File: src/rtl/seg_pkg.sv
// Shared types and helpers for the seven-segment scan controller.
package seg_pkg;

  localparam logic [6:0] SEG_BLANK = 7'h7F;

  typedef enum logic {GUARD, SHOW} state_e;

  // Bit k set when digit k (k>0) and every more significant digit are zero.
  function automatic logic [7:0] lz_mask(input logic [31:0] value, input int unsigned digits);
    logic all_zero;
    lz_mask  = '0;
    all_zero = 1'b1;
    for (int k = 7; k >= 1; k--) begin
      if (unsigned'(k) < digits) begin
        all_zero   = all_zero && (value[4*k +: 4] == 4'h0);
        lz_mask[k] = all_zero;
      end
    end
  endfunction

endpackage

File: src/rtl/sevenSeg.sv
// Hex-digit to active-low segment decoder, {g,f,e,d,c,b,a}; non-decimal codes are blank.
module sevenSeg
  import seg_pkg::*;
(
  input  logic [3:0] digit,
  output logic [6:0] seg
);

  always_comb begin
    seg = SEG_BLANK;
    unique case (digit)
      4'd0:    seg = 7'b1000000;
      4'd1:    seg = 7'b1111001;
      4'd2:    seg = 7'b0100100;
      4'd3:    seg = 7'b0110000;
      4'd4:    seg = 7'b0011001;
      4'd5:    seg = 7'b0010010;
      4'd6:    seg = 7'b0000010;
      4'd7:    seg = 7'b1011000;
      4'd8:    seg = 7'b0000000;
      4'd9:    seg = 7'b0010000;
      default: seg = SEG_BLANK;
    endcase
  end

endmodule

File: src/rtl/seg_scan_ctrl.sv
// Multiplexed seven-segment scan controller with handshake load and frame-aligned commit.
module seg_scan_ctrl
  import seg_pkg::*;
#(
  parameter int unsigned DIGITS    = 4,
  parameter int unsigned SHOW_CYC  = 50000,
  parameter int unsigned GUARD_CYC = 500
) (
  input  logic                  clk,
  input  logic                  rst,
  input  logic                  load_req,
  input  logic [4*DIGITS-1:0]   value,
  input  logic                  blank_lz,
  output logic                  load_ack,
  output logic [DIGITS-1:0]     an,
  output logic [6:0]            seg,
  output logic                  frame_done
);

  localparam int unsigned MaxCyc = (SHOW_CYC > GUARD_CYC) ? SHOW_CYC : GUARD_CYC;
  localparam int unsigned CntW   = $clog2(MaxCyc);
  localparam int unsigned IdxW   = $clog2(DIGITS);

  state_e                state_q, state_d;
  logic [CntW-1:0]       cnt_q;
  logic [IdxW-1:0]       idx_q, idx_d;
  logic [4*DIGITS-1:0]   shadow_val_q, disp_val_q, disp_val_d;
  logic                  shadow_blk_q, disp_blk_q, disp_blk_d;
  logic                  pend_q;
  logic                  phase_end, enter_show, commit, capture, blanked;
  logic [3:0]            nib;
  logic [6:0]            dec_seg, seg_d;
  logic [DIGITS-1:0]     an_d;
  logic [7:0]            lz;

  always_comb begin
    phase_end  = (state_q == GUARD) ? (cnt_q == CntW'(GUARD_CYC - 1))
                                    : (cnt_q == CntW'(SHOW_CYC - 1));
    enter_show = (state_q == GUARD) && phase_end;
    state_d    = state_q;
    if (phase_end) state_d = (state_q == GUARD) ? SHOW : GUARD;

    idx_d = idx_q;
    if (enter_show) idx_d = (idx_q == IdxW'(DIGITS - 1)) ? '0 : idx_q + 1'b1;

    // Commit only when entering digit 0 so a frame never mixes two values.
    commit     = enter_show && (idx_q == IdxW'(DIGITS - 1)) && pend_q;
    disp_val_d = commit ? shadow_val_q : disp_val_q;
    disp_blk_d = commit ? shadow_blk_q : disp_blk_q;
    capture    = load_req && !load_ack;

    // Decode from next-state values so seg lines up with the registered an.
    nib     = disp_val_d[4*idx_d +: 4];
    lz      = lz_mask(32'(disp_val_d), DIGITS);
    blanked = disp_blk_d && lz[idx_d];
    seg_d   = ((state_d == SHOW) && !blanked) ? dec_seg : SEG_BLANK;
    an_d    = '1;
    if (state_d == SHOW) an_d[idx_d] = 1'b0;
  end

  sevenSeg u_dec (
    .digit (nib),
    .seg   (dec_seg)
  );

  always_ff @(posedge clk) begin
    if (rst) begin
      state_q      <= GUARD;
      cnt_q        <= '0;
      idx_q        <= IdxW'(DIGITS - 1);
      shadow_val_q <= '0;
      shadow_blk_q <= 1'b0;
      pend_q       <= 1'b0;
      disp_val_q   <= '1;
      disp_blk_q   <= 1'b0;
      load_ack     <= 1'b0;
      an           <= '1;
      seg          <= SEG_BLANK;
      frame_done   <= 1'b0;
    end else begin
      state_q    <= state_d;
      cnt_q      <= (state_d != state_q) ? '0 : cnt_q + 1'b1;
      idx_q      <= idx_d;
      disp_val_q <= disp_val_d;
      disp_blk_q <= disp_blk_d;
      if (capture) begin
        shadow_val_q <= value;
        shadow_blk_q <= blank_lz;
        pend_q       <= 1'b1;
      end else if (commit) begin
        pend_q <= 1'b0;
      end
      load_ack   <= capture;
      an         <= an_d;
      seg        <= seg_d;
      frame_done <= enter_show && (idx_q == IdxW'(DIGITS - 1));
    end
  end

endmodule

File: config.mk
export PLATFORM = sky130hd
export DESIGN_NAME = seg_scan_ctrl
export DESIGN_NICKNAME = d
export VERILOG_FILES = /design/src/rtl/seg_pkg.sv /design/src/rtl/sevenSeg.sv /design/src/rtl/seg_scan_ctrl.sv
export SDC_FILE = /design/constraint.sdc
export NUM_CORES = 1
export LEC_CHECK = 0
export CAP_MARGIN = 30
export CORE_MARGIN = 2
export CORE_UTILIZATION = 30
export CTS_BUF_LIST = sky130_fd_sc_hd__clkbuf_4 sky130_fd_sc_hd__clkbuf_8
export DETAILED_ROUTE_END_ITERATION = 10
export GPL_TIMING_DRIVEN = 0
export MAX_ROUTING_LAYER = met4
export PLACE_DENSITY = 0.45
export SLEW_MARGIN = 20
export SYNTH_ARGS = -nofsm -noshare
export SYNTH_HDL_FRONTEND = slang
export SYNTH_HIERARCHICAL = 1
export SYNTH_SLANG_ARGS = --single-unit
File: constraint.sdc
create_clock -name clk -period 8.37 [get_ports clk]
set_input_delay 2.0925 -clock clk [delete_from_list [all_inputs] [get_ports clk]]
set_output_delay 2.0925 -clock clk [all_outputs]
set_load 0.02 [all_outputs]
Yosys cells after proc, flatten, opt, wreduce, memory -nomap -nowiden
Memories as Yosys holds them, arrays and structs flattened. A register that Yosys moved wholly into a read port is not among the register bits.
Index checks and enable logic that the tools add are counted.
{"block": "word_totals", "reg_bits": 60, "latch_bits": 0, "mem_bits_rw": 0, "mem_bits_ro": 112, "inputBits": 20, "out_inout_bits": 13, "elab_cells": 57, "mem_count": 1}
{"block": "op_classes", "n_addsub": 2, "multipliers": 0, "div_mod_pow": 0, "n_lt_le_gt_ge": 3, "eq_ne": 4, "shift": 1, "muxes": 13, "bitwise": 4, "reduce_logical": 18}
{"name": "(no name shown)", "words": 16, "width": 7, "rd": 1, "rd_clocked_by_memory_dff": 1, "wr": 0, "line_no": "sevenSeg.sv:11", "source": "unique case (digit)"}
{"operator": "adder 16 x 1 -> 16 bit (second input constant)", "n": 1}
{"operator": "equality test 16 bit (second input constant)", "n": 1}
{"operator": "equality test 16 x 9 -> 1 bit (second input constant)", "n": 1}
{"operator": "2-to-1 mux 16 bit", "n": 1}
{"operator": "variable part select 16 x 5 -> 4 bit", "n": 1}
{"operator": "zero test 4 bit", "n": 3}
{"operator": "logical AND 1 bit", "n": 9}
{"operator": "2-to-1 mux 1 bit", "n": 8}
{"operator": "OR reduction 2 bit", "n": 3}
{"operator": "less-than comparator 2 x 4 -> 1 bit (second input constant)", "n": 1}
{"operator": "2-to-1 mux 2 bit", "n": 2}
{"operator": "inverter 4 bit", "n": 1}
{"operator": "less-than comparator 2 x 3 -> 1 bit (second input constant)", "n": 1}
{"operator": "inverter 1 bit", "n": 3}
{"operator": "adder 2 x 1 -> 2 bit (second input constant)", "n": 1}
{"operator": "binary-select mux 1 bit (select 2 bit)", "n": 1}
{"operator": "demux 1 bit (select 2 bit)", "n": 1}
{"operator": "equality test 2 bit (second input constant)", "n": 1}
{"operator": "greater-or-equal comparator 2 x 1 -> 1 bit (second input constant)", "n": 1}
{"operator": "zero test 1 bit", "n": 2}
{"operator": "nonzero test 2 bit", "n": 1}
{"operator": "!= test 1 bit", "n": 1}

Depth between registers and ports, before layout
{"block": "logic_depth", "word_depth": 16, "depth_mapped": 16, "ltp_nobuf": 14}

Cells and area by module
The synthesis kept the hierarchy.
{"mod": "seg_scan_ctrl", "n_inst": 1, "cells_per_inst": 313, "area_per_inst_um2": 2762.6, "seq_area_each_um2": 1341.3}
{"mod": "sevenSeg", "n_inst": 1, "cells_per_inst": 27, "area_per_inst_um2": 205.2, "seq_area_each_um2": 0.0}

Least setup slack after synthesis
No wires, ideal clock.
{"block": "synth_path", "path_kind": "register -> register", "from": "register cnt_q[0]", "to": "register seg[4]", "setup_ps": 71, "t_arrival_ps": 3109, "t_required_ps": 8299, "path_slack_ps": 5190, "path_stages_with_launch": 17, "path_buffers": 2, "synth_period_minus_slack_ps": 3180, "path_cell_list": "dfxtp_1 ha_1 nor4b_1 nand4b_1 a21oi_1 ha_1 buf_6 mux2_4 buf_6 mux4_2 nand2_1 o21ai_1 inv_1 ha_1 or2b_1 a32oi_1 o21bai_1"}
{"block": "synth_via", "word_cells_on_any_way": 23, "classes_between": "eq/ne (2); shift (1); mux (7); bitwise (1); reduce/logical (12)"}
{"element": "from (decl)", "line_no": "seg_scan_ctrl.sv:25", "source": "logic [CntW-1:0] cnt_q;"}
{"element": "from (signal assigned)", "line_no": "seg_scan_ctrl.sv:82", "source": "cnt_q <= (state_d != state_q) ? '0 : cnt_q + 1'b1;"}
{"element": "equality test 16 x 9 -> 1 bit or equality test 16 bit (tied branches)", "line_no": "seg_scan_ctrl.sv:37, seg_scan_ctrl.sv:38"}
{"element": "2-to-1 mux 1 bit (*)", "line_no": "seg_scan_ctrl.sv:37", "source": "phase_end = (state_q == GUARD) ? (cnt_q == CntW'(GUARD_CYC - 1))"}
{"element": "logical AND 1 bit (*)", "line_no": "seg_scan_ctrl.sv:39", "source": "enter_show = (state_q == GUARD) && phase_end;"}
{"element": "logical AND 1 bit (2 in series)", "line_no": "seg_scan_ctrl.sv:47", "source": "commit = enter_show && (idx_q == IdxW'(DIGITS - 1)) && pend_q;"}
{"element": "2-to-1 mux 16 bit", "line_no": "seg_scan_ctrl.sv:48", "source": "disp_val_d = commit ? shadow_val_q : disp_val_q;"}
{"element": "variable part select 16 x 5 -> 4 bit (*)", "line_no": "seg_scan_ctrl.sv:53", "source": "nib = disp_val_d[4*idx_d +: 4];"}
{"element": "named net nib[1]", "line_no": "seg_scan_ctrl.sv:31", "source": "logic [3:0] nib;"}
{"element": "to (decl)", "line_no": "seg_scan_ctrl.sv:16", "source": "output logic [6:0] seg,"}
The timed path passes the listed nets; every way through them passes the cells marked *. The select of a mux whose other input is x is not followed.
A chain may end at the register's enable or synchronous reset.

Final worst setup path
Ends and elaborated chain as after synthesis.

==> impl_metrics.yaml <==
outcome:
  status: "completed"
timing:
  finClkSkew_ps: 4.93
  final-max-slew-violation-count: 0
  setup_tns_ps: 0
  maxSlewHeadroom_pct: 61.6
  fmaxAchievable_ghz: 0.270
  fin_ws_ps: 4660
  period_share_pct: 44.3
  layout_min_cycle_time_ps: 3710
  worst_pin_slew_ps: 574
  hold_viol_final: 0
  grt_setup_unrepaired: "false"
  finalSetupViolations: 0
power_and_ir_drop:
  leakage_nw: 1.47
  irDropWorstVdd_mv: 0.0660
  power_density_nw_per_um2: 181
synth:
  synth.area.mux_share_pct: 7.17
  syn_inst: 340
  synth_top_family_by_area: "simple AND/OR/NAND/NOR gates"
  synth_compound_area_share_pct: 11.0
  synthTopCellsByArea: "dfxtp_1 (45%), nand2_1 (7.3%), mux2i_1 (4.4%), nor2_1 (4.2%), a21oi_1 (3.9%)"
  synth_nets: 368
  yosys.area_share.simple_pct: 25.0
  yosys_warnings: 6
  ys_types: 43
  syn-cell-area_um2: 2970
  synth_seq_area_share_pct: 45.2
  synthAdderAreaFrac_pct: 3.37
  yosys.area.top_type: "dfxtp_1"
  synth_seq_cells: 67
  synth_xor_area_share_pct: 4.13
  yosysTopAreaCellShare_pct: 45.2
  syn_area_per_cell_um2: 8.73
global_route:
  overflow: 0
  grt_use_total_pct: 13.9
  grt_max_degree: 11
  grt_pass1_vias: 2221
  antenna_found_initial: 0
  grt_pass1_wl_um: 11000
placement:
  portBuffers: 32
  place.gp.congestion: 0.798
  dp.final_hpwl_um: 4820
  dp.cells: 505
  dpl_cell_area_um2: 3450
  dp_worst_setup_slack_ps: 4590
worst_hold_path:
  holdPathStages: 2
  hold_class: "reg -> reg"
  holdPathEnd: "shadow_val_q[5]$_SDFFE_PP0P_"
  min-delay-start: "shadow_val_q[5]$_SDFFE_PP0P_"
route:
  avgViaCountPerCell: 4.55
  vias: 2360
  ant_nets: 0
  drc_errors: 0
  drtIter0Drc: 80
  first_pass_iters: 4
  top_layer_used: "met4"
  wl_per_cell_um: 12.6
  drt_wl_total_um: 6550
  met2_length_um: 2940
  m1WireLength_um: 3260
  wl_met3_um: 250
floorplan:
  die_w_um: 103
  io_pins: 33
  start_util_pct: 30.6
  die_h_um: 103
  dieArea_um2: 10700
  core_area_um2: 9680
  num_rows: 36
setup_path:
  crit_type: "reg -> reg"
  path_max_fanout: 9
  required_ps: 8640
  cp_data_arrival_time_ps: 3980
  endpoint_kind: "register"
  rr_startpoint: "cnt_q[0]$_SDFF_PP0_"
  critPathLaunchType: "register"
  regToRegSetupSlack_ps: 4660
  reg2reg_to: "seg[4]$_SDFF_PP1_"
  r2r_cells: 16
clocking:
  clock_latency_ps: 340
  cts_num_sinks: 67
  cts_max_level: 3
  clock_path_buffers: 2
  post_cts_resized: 0
  cts.reportedPaths.clkPinSlew_ps: 70
  cts_setup_buffers: 0
  numCtsBuffers: 9
  holdBufCountCts: 0
  cts_tree: "built"
  cts-root-buf: "clkbuf_8"
job:
  drv_cap: 0
layout:
  synthToLayoutAreaGrowth_pct: 23.8
  layout-drive-gt1-share_pct: 7.51
  instances_no_fill: 519
  diodes: 0
  fillers: 1021
  fin_area_um2: 3670
  register_area_um2: 1340
  layout_common_cells: "dfxtp_1 (67), nand2_1 (58), nor2_1 (33)"
  multiInputGateArea_um2: 1500
  final_common_cell: "dfxtp_1"
  nets: 411
## final cells by class
cell class | count | area share, %
flip-flops and latches | 67 | 36.5
clock buffers | 12 | 4.33
well taps | 133 | 4.53
inverters | 9 | 0.920
repair buffers | 32 | 8.72
clock inverters | 2 | 1.63
plain buffers | 18 | 2.49
multi-input cells | 246 | 40.9
## worst max-delay path: stages (launching register included)
cell,delay (ps)
dfxtp_1,370
ha_1,220
nor4b_1,300
nand4b_1,130
a21oi_1,160
ha_1,190
buf_6,140
mux2_4,300
buf_6,150
mux4_2,340
nand2_1,50
o21ai_1,320
inv_1,170
ha_1,240
or2b_1,230
a32oi_1,210
o21bai_1,140
## metal layers
| layer | global-route usage (%) | vias up |
|---|---|---|
| li1 | - | 1246 |
| met1 | 18.0 | 1065 |
| met2 | 20.7 | 39 |
| met3 | 4.03 | 10 |
| met4 | 5.16 | 0 |
| met5 | - | - |
## where the power goes
group	switching (mW)	internal (mW)	total (mW)	leakage [nW]
sequential	0.00572	0.325	0.331	0.545
clock	0.118	0.184	0.302	0.112
combinational	0.0141	0.0160	0.0300	0.813
## per-stage QoR
step | hold slack (ps) | util (%) | power, mW
detailed placement | 450 | 35.7 | 0.369
floorplan | 430 | - | 0.353
finish | 458 | 37.9 | 0.664
global placement | 443 | 35.7 | 0.369
CTS | 461 | 37.9 | 0.673
global route | 480 | 37.9 | 0.691
## Yosys cell counts, drive strengths merged
library cell  count
mux4              2
nor3b             1
nand3             9
o21bai           12
buf               5
or3               3
or3b              1
inv               9
o31ai             1
a21oi            23
nor4b             1
a32o              1
nand2            58
nand3b            6
dfxtp            67
clkbuf           13
xnor2            11
or2               1
a22oi             2
nor3              7
nand4b            3
ha                8
and3              2
and3b             1
a31o              1
mux2i            13
mux2              3
nand4             3
xor2              3
nor2             33
nand2b            9
or2b              1
a31oi             1
o211ai            1
a32oi             1
o21ai            11
nor2b             3
nor4             10
## kinds of logic after synthesis
| logic type | count (synthesis) |
|---|---|
| AND/OR/NAND/NOR | 152 |
| flip-flops | 67 |
| buffers and inverters | 27 |
| multiplexers | 18 |
| adder cells (fa/ha/maj) | 8 |
| XOR/XNOR | 14 |
| AO/OA/AOI/OAI | 54 |
## worst max-delay path by stage
stage / startpoint / to / depth (start not counted)
floorplan: cnt_q[0]$_SDFF_PP0_ / seg[4]$_SDFF_PP1_ / 16
global placement: rst / cnt_q[13]$_SDFF_PP0_ / 5
detailed placement: load_req / shadow_val_q[11]$_SDFFE_PP0P_ / 6
CTS: cnt_q[0]$_SDFF_PP0_ / seg[4]$_SDFF_PP1_ / 16
global route: cnt_q[0]$_SDFF_PP0_ / seg[4]$_SDFF_PP1_ / 14
finish: cnt_q[0]$_SDFF_PP0_ / seg[4]$_SDFF_PP1_ / 16
## state kept, by name, summed over array words and instances (netlist names)
register      flops
pend_q            1
frame_done        1
disp_blk_q        1
an                4
load_ack          1
disp_val_q       16
state_q           1
seg               7
idx_q             2
shadow_val_q     16
cnt_q            16
shadow_blk_q      1
Note: power is estimated with default switching activity, not from simulation.
